[config.mk]
export PLATFORM = sky130hd
export DESIGN_NAME = spi_register_sequencer
export DESIGN_NICKNAME = d
export VERILOG_FILES = /design/src/rtl/spi_register_sequencer.sv
export SDC_FILE = /design/constraint.sdc
export NUM_CORES = 1
export LEC_CHECK = 0
export ABC_AREA = 1
export CORE_ASPECT_RATIO = 1.25
export CORE_MARGIN = 3
export CORE_UTILIZATION = 45
export CTS_CLUSTER_DIAMETER = 150
export DETAILED_ROUTE_END_ITERATION = 6
export GPL_TIMING_DRIVEN = 0
export HOLD_SLACK_MARGIN = 0.05
export PLACE_DENSITY = 0.72
export SYNTH_ARGS = -nofsm -noshare
export SYNTH_HDL_FRONTEND = slang
export SYNTH_SLANG_ARGS = --single-unit
[constraint.sdc]
create_clock -name fabric_clk -period 2.11 [get_ports fabric_clk]
set_clock_uncertainty 0.2 [all_clocks]
set_input_delay 0.211 -clock fabric_clk [delete_from_list [all_inputs] [get_ports fabric_clk]]
set_output_delay 0.211 -clock fabric_clk [all_outputs]
set_load 0.01 [all_outputs]
[src/rtl/spi_register_sequencer.sv]
// Register read/write command queue feeding a half-duplex SPI transaction engine.
// Each command becomes one frame; read data is matched back, with timeout and a fixed inter-frame gap.
module spi_register_sequencer #(
  parameter int unsigned DATA_WIDTH            = 32,
  parameter int unsigned TRANSACTION_LEN_WIDTH = 6,
  parameter int unsigned ADDR_WIDTH            = 15,
  parameter int unsigned REG_DATA_WIDTH        = 8,
  parameter int unsigned CMD_DEPTH             = 4,
  parameter int unsigned GAP_CYCLES            = 64,
  parameter int unsigned TIMEOUT_CYCLES        = 4096
) (
  input  logic                             fabric_clk,
  input  logic                             reset_n,
  input  logic                             cmd_valid,
  output logic                             cmd_ready,
  input  logic                             cmd_read,
  input  logic [ADDR_WIDTH-1:0]            cmd_addr,
  input  logic [REG_DATA_WIDTH-1:0]        cmd_wdata,
  output logic                             rsp_valid,
  output logic                             rsp_read,
  output logic [REG_DATA_WIDTH-1:0]        rsp_rdata,
  output logic                             rsp_timeout,
  output logic [TRANSACTION_LEN_WIDTH-1:0] transaction_length,
  output logic [DATA_WIDTH-1:0]            transaction_data,
  output logic [DATA_WIDTH-1:0]            transaction_rw_mask,
  input  logic                             spi_read_valid,
  input  logic [DATA_WIDTH-1:0]            spi_read_data,
  output logic                             busy,
  output logic [7:0]                       timeout_count
);

  localparam int unsigned L         = 1 + ADDR_WIDTH + REG_DATA_WIDTH;
  localparam int unsigned PW        = $clog2(CMD_DEPTH);
  localparam int unsigned CW        = PW + 1;
  localparam int unsigned TW        = $clog2(TIMEOUT_CYCLES + 1);
  localparam int unsigned GW        = $clog2(GAP_CYCLES + 2);
  localparam int unsigned GAP_LAST  = (GAP_CYCLES == 0) ? 0 : GAP_CYCLES - 1;

  localparam logic [2:0] S_IDLE      = 3'd0;
  localparam logic [2:0] S_ISSUE     = 3'd1;
  localparam logic [2:0] S_WAIT_READ = 3'd2;
  localparam logic [2:0] S_RESP      = 3'd3;
  localparam logic [2:0] S_GAP       = 3'd4;

  if (L > DATA_WIDTH || L >= (1 << TRANSACTION_LEN_WIDTH)) begin : g_bad_frame_len
    $error("spi_register_sequencer: frame length does not fit DATA_WIDTH/TRANSACTION_LEN_WIDTH");
  end
  if (CMD_DEPTH < 2 || (1 << PW) != CMD_DEPTH) begin : g_bad_depth
    $error("spi_register_sequencer: CMD_DEPTH must be a power of 2 and >= 2");
  end
  if (TIMEOUT_CYCLES < 1) begin : g_bad_timeout
    $error("spi_register_sequencer: TIMEOUT_CYCLES must be >= 1");
  end

  logic [L-1:0]               r_mem [CMD_DEPTH];
  logic [PW-1:0]              r_wr_ptr;
  logic [PW-1:0]              r_rd_ptr;
  logic [CW-1:0]              r_count;
  logic                       r_cmd_ready;
  logic [2:0]                 r_state;
  logic                       r_is_read;
  logic [TW-1:0]              r_to_cnt;
  logic [GW-1:0]              r_gap_cnt;
  logic [TRANSACTION_LEN_WIDTH-1:0] r_tx_len;
  logic [DATA_WIDTH-1:0]      r_tx_data;
  logic [DATA_WIDTH-1:0]      r_tx_mask;
  logic                       r_rsp_valid;
  logic                       r_rsp_read;
  logic [REG_DATA_WIDTH-1:0]  r_rsp_rdata;
  logic                       r_rsp_timeout;
  logic [7:0]                 r_timeout_count;

  logic                       w_push;
  logic                       w_pop;
  logic [CW-1:0]              w_count_next;
  logic [L-1:0]               w_head;
  logic                       w_head_read;
  logic [ADDR_WIDTH-1:0]      w_head_addr;
  logic [DATA_WIDTH-1:0]      w_frame_data;
  logic [DATA_WIDTH-1:0]      w_frame_mask;
  logic                       w_unused;

  assign w_push      = cmd_valid & r_cmd_ready;
  assign w_pop       = (r_state == S_IDLE) && (r_count != '0);
  assign w_head      = r_mem[r_rd_ptr];
  assign w_head_read = w_head[L-1];
  assign w_head_addr = w_head[L-2:REG_DATA_WIDTH];
  assign w_unused    = ^spi_read_data[DATA_WIDTH-1:REG_DATA_WIDTH];

  always_comb begin
    unique case ({w_push, w_pop})
      2'b10:   w_count_next = r_count + CW'(1);
      2'b01:   w_count_next = r_count - CW'(1);
      default: w_count_next = r_count;
    endcase
  end

  // Reads drive rw/addr and sample the data field; writes drive the whole frame.
  always_comb begin
    w_frame_data = '0;
    w_frame_mask = '0;
    if (w_head_read) begin
      w_frame_data[L-1:0] = {1'b1, w_head_addr, {REG_DATA_WIDTH{1'b0}}};
      w_frame_mask[L-1:0] = {{(L-REG_DATA_WIDTH){1'b1}}, {REG_DATA_WIDTH{1'b0}}};
    end else begin
      w_frame_data[L-1:0] = w_head;
      w_frame_mask[L-1:0] = '1;
    end
  end

  always_ff @(posedge fabric_clk) begin
    if (w_push) r_mem[r_wr_ptr] <= {cmd_read, cmd_addr, cmd_wdata};
  end

  always_ff @(posedge fabric_clk or negedge reset_n) begin
    if (!reset_n) begin
      r_wr_ptr    <= '0;
      r_rd_ptr    <= '0;
      r_count     <= '0;
      r_cmd_ready <= 1'b1;
    end else begin
      if (w_push) r_wr_ptr <= r_wr_ptr + PW'(1);
      if (w_pop)  r_rd_ptr <= r_rd_ptr + PW'(1);
      r_count     <= w_count_next;
      r_cmd_ready <= (w_count_next != CW'(CMD_DEPTH));
    end
  end

  always_ff @(posedge fabric_clk or negedge reset_n) begin
    if (!reset_n) begin
      r_state         <= S_IDLE;
      r_is_read       <= 1'b0;
      r_to_cnt        <= '0;
      r_gap_cnt       <= '0;
      r_tx_len        <= '0;
      r_tx_data       <= '0;
      r_tx_mask       <= '0;
      r_rsp_valid     <= 1'b0;
      r_rsp_read      <= 1'b0;
      r_rsp_rdata     <= '0;
      r_rsp_timeout   <= 1'b0;
      r_timeout_count <= '0;
    end else begin
      r_tx_len      <= '0;
      r_rsp_valid   <= 1'b0;
      r_rsp_read    <= 1'b0;
      r_rsp_rdata   <= '0;
      r_rsp_timeout <= 1'b0;
      unique case (r_state)
        S_IDLE: begin
          if (r_count != '0) begin
            r_tx_data <= w_frame_data;
            r_tx_mask <= w_frame_mask;
            r_is_read <= w_head_read;
            r_tx_len  <= TRANSACTION_LEN_WIDTH'(L);
            r_state   <= S_ISSUE;
          end
        end
        S_ISSUE: begin
          if (r_is_read) begin
            r_to_cnt <= '0;
            r_state  <= S_WAIT_READ;
          end else begin
            r_gap_cnt   <= '0;
            r_rsp_valid <= 1'b1;
            r_state     <= S_GAP;
          end
        end
        S_WAIT_READ: begin
          // Response outputs are loaded on entry so they are visible during RESP.
          if (spi_read_valid) begin
            r_rsp_valid <= 1'b1;
            r_rsp_read  <= 1'b1;
            r_rsp_rdata <= spi_read_data[REG_DATA_WIDTH-1:0];
            r_state     <= S_RESP;
          end else if (r_to_cnt == TW'(TIMEOUT_CYCLES - 1)) begin
            r_rsp_valid   <= 1'b1;
            r_rsp_read    <= 1'b1;
            r_rsp_timeout <= 1'b1;
            if (r_timeout_count != 8'hFF) r_timeout_count <= r_timeout_count + 8'd1;
            r_state       <= S_RESP;
          end else begin
            r_to_cnt <= r_to_cnt + TW'(1);
          end
        end
        S_RESP: begin
          r_gap_cnt <= '0;
          r_state   <= S_GAP;
        end
        S_GAP: begin
          if (r_gap_cnt == GW'(GAP_LAST)) r_state <= S_IDLE;
          else                            r_gap_cnt <= r_gap_cnt + GW'(1);
        end
        default: r_state <= S_IDLE;
      endcase
    end
  end

  assign cmd_ready           = r_cmd_ready;
  assign rsp_valid           = r_rsp_valid;
  assign rsp_read            = r_rsp_read;
  assign rsp_rdata           = r_rsp_rdata;
  assign rsp_timeout         = r_rsp_timeout;
  assign transaction_length  = r_tx_len;
  assign transaction_data    = r_tx_data;
  assign transaction_rw_mask = r_tx_mask;
  assign busy                = (r_state != S_IDLE) || (r_count != '0);
  assign timeout_count       = r_timeout_count;

endmodule

==> run summary <==
Synth Register Bits - 173
Die X - 121 um
sequential power share - 38.2%
I/O Pins - 151
crit path kind - flop to flop
Post-Synthesis Cells - 713
HPWL after DPL - 10.7 mm
Syn Std Cell Area - 0.00750 sq mm
CP bufs+invs - 1
final WL - 15.9 mm
FF+latch area - 0.00481 sq mm
slowest CP cell - dfrtp_1
Internal Pwr Total - 7940 uW
nets - 944
Port Buf Inserts - 105
Clock Path Buffers - 2
Initial DRC Count - 282
final setup violation count - 0
CTS Buf Count - 17
design area - 0.00970 sq mm
met2 wire len - 8.56 mm
RSZ-0062 raised after global routing - yes
DR vias - 5373
Peak VDD IR - 0.000790 V
Met3 Wirelength - 906 um
DR pass1 iterations - 5
Post-Place Setup Slack - -0.367 ns
Pwr Total - 12200 uW
synth unique cells - 38
Layout fillers - 1351
area delta synth->final - 29.4%
CP max stage delay - 0.41 ns
simple-gate share of the synthesized area - 17.0%
Die Height - 150 um
part of the power in the clock network - 24.6%
Starting Density - 46.1%
status - complete, no violations
Final Hold Fails - 0
Worst R2R Setup Slack - 0.04 ns
placed cell area - 0.00898 sq mm
largest family of logic cells by synthesized area - simple AND/OR/NAND/NOR gates
P per Cell Area - 1260 mW/mm^2
yosys warns - 0
WL per Instance - 14.4 um
DRC - 0
gr usage total - 17.7%
RR Endpoint - cmd_ready$_DFF_PN1_
top sig layer - met4
Antenna Nets Post-Route - 0
Crit path max-delay family - adder cells
syn_area_per_cell - 10.5 sq um
Placer Congestion - 0.856
CP Max Fanout - 3
Slew HR - 43.3%
ys flop type - edfxtp_1
fin crit period - 2.07 ns
Slew @ Worst Pin - 0.848 ns
post-synthesis mux area share - 0%
Leakage - 0.00397 uW
largest net degree at the start of global routing - 53
ys async rst share - 44.5%
H-Tree Depth - 4
core area - 0.0163 sq mm
final worst setup slack - 0.0433 ns
post-synthesis sequential area ratio - 64.1%
CTS Sinks - 173
Critical Path RT - 2.26 ns
post-synthesis compound-gate area fraction - 8.01%
n_diodes - 0
most frequent cells in the layout - 131 x nor2_1, 112 x nand2_1, 102 x clkdlybuf4s50_1
vias in the first global route - 5161
antenna violations before repair - 0
Clock Latency Late Sink - 0.43 ns
TNS Setup - 0 ns
clk root buf - clkbuf_16
detail-routed via count per cell - 4.87
max cap viols - 0
Startpoint Class - flop
commonest non-fill, non-tap cell in the layout - nor2_1
Crit. End Element - flop
CTS tree - built
number of flops mapped to enable cells by yosys - 96
Rows - 52
Post-Synth Adder-Cell Area - 1.60%
Net Sw Frac - 35.1%
clock slew at reported path FFs - 0.07 ns
Hold Crit Class - input pin to async pin
xor and xnor area share after synthesis - 1.17%
Worst Setup EP - cmd_ready$_DFF_PN1_
crit-path cells - nor2_2, nand2_2, nor2_4, ha_2, inv_2, fa_2, a21oi_2, o21ai_1, xor2_1, nand2_1
highest clock rate - 484 MHz
met1 WL - 6.06 mm
Logic pwr share - 37.1%
Stages on worst setup path - 10
GRT Residual Overflow - 0
switching power - 4290 uW
Slew Limit Fails - 0
Multi-input gate area - 0.00221 sq mm
Critical path origin - r_state[0]$_DFFE_PN0P_
die area - 0.0183 sq mm
first-pass GRT wire length - 25.1 mm
Reg-to-Reg Start - r_state[0]$_DFFE_PN0P_
fin crit share - 97.9%
R2R depth - 10
CP arrival - 2.21 ns
share of cells above drive strength 1 - 17.3%
what timing repair did:
| action | in CTS | in global routing |
|---|---|---|
| setup endpoints to repair | 104 | 29 |
| endpoints found under the hold margin | 85 | 0 |
| gates resized for setup | 7 | 8 |
| pin swaps | 2 | 6 |
| hold buffers | 2 | 0 |
| setup buffers | 5 | 10 |
cell usage after synthesis (all sizes together), types with 10 or more instances:
master,n,area (sq um)
a31oi,16,100
buf,60,428
nand3,34,170
a21oi,10,50.1
nand2,122,493
o21ai,69,345
nor2,142,556
dfrtp,76,1900
inv,34,128
edfxtp,96,2880
sequential cells by signal, indices dropped and copies added (netlist names), 3 cells and up:
name	count
r_state	3
r_gap_cnt	7
r_count	3
timeout_count	8
r_to_cnt	13
transaction_data	23
r_mem	96
rsp_rdata	8
power by group through the flow:
stage | Combinational [uW] | Sequential [uW] | Clock (uW)
floorplan | 2540 | 4790 | 0
global placement | 4190 | 4760 | 0
detailed placement | 4330 | 4760 | 0
CTS | 4480 | 4690 | 3060
global route | 5000 | 4740 | 3230
finish | 4540 | 4680 | 3010
layout make-up:
class,count,share of cell area (%)
Sequential cell,173,49.6
Multi-Input combinational cell,453,22.8
Timing Repair Buffer,125,12.7
Buffer,67,4.67
Clock buffer,18,4.53
Tap cell,216,2.79
Inverter,38,1.51
Clock inverter,14,1.37
stage by stage:
stage	hold slack, ns	util (%)	instances
global route	0.0877	59.7	1104
floorplan	-0.285	-	732
global placement	0.273	54.7	1053
finish	0.0571	59.7	1104
detailed placement	-0.0342	55.2	1056
CTS	0.0666	59.1	1095
kinds of logic after synthesis:
group                      after synthesis
AOI/OAI and AO/OA                      107
xor gates and xnor gates                10
DFF                                    173
and+or+nand+nor                        307
adders and majority gates                9
other                                    1
buffers and inverters                  106
routing by layer:
metal,GRT usage (%),vias up
met4,7.46,0
met2,32.0,159
li1,-,2645
met3,3.91,31
met1,20.1,2538
met5,0,-
worst min-delay path by stage:
stage                                               start                         endpoint  slack (ns)  cells after the start
after floorplan                                   reset_n             r_count[0]$_DFF_PN0_       -0.28                      0
after global placement    transaction_data[0]$_DFFE_PN0P_  transaction_data[0]$_DFFE_PN0P_        0.27                      2
after detailed placement                          reset_n           rsp_rdata[4]$_DFF_PN0_       -0.03                      1
after CTS                                         reset_n           rsp_rdata[4]$_DFF_PN0_        0.07                      2
after global routing                              reset_n           rsp_rdata[4]$_DFF_PN0_        0.09                      2
final                                             reset_n          r_to_cnt[4]$_DFFE_PN0P_        0.06                      2
Note: power is estimated with default switching activity, not from simulation.
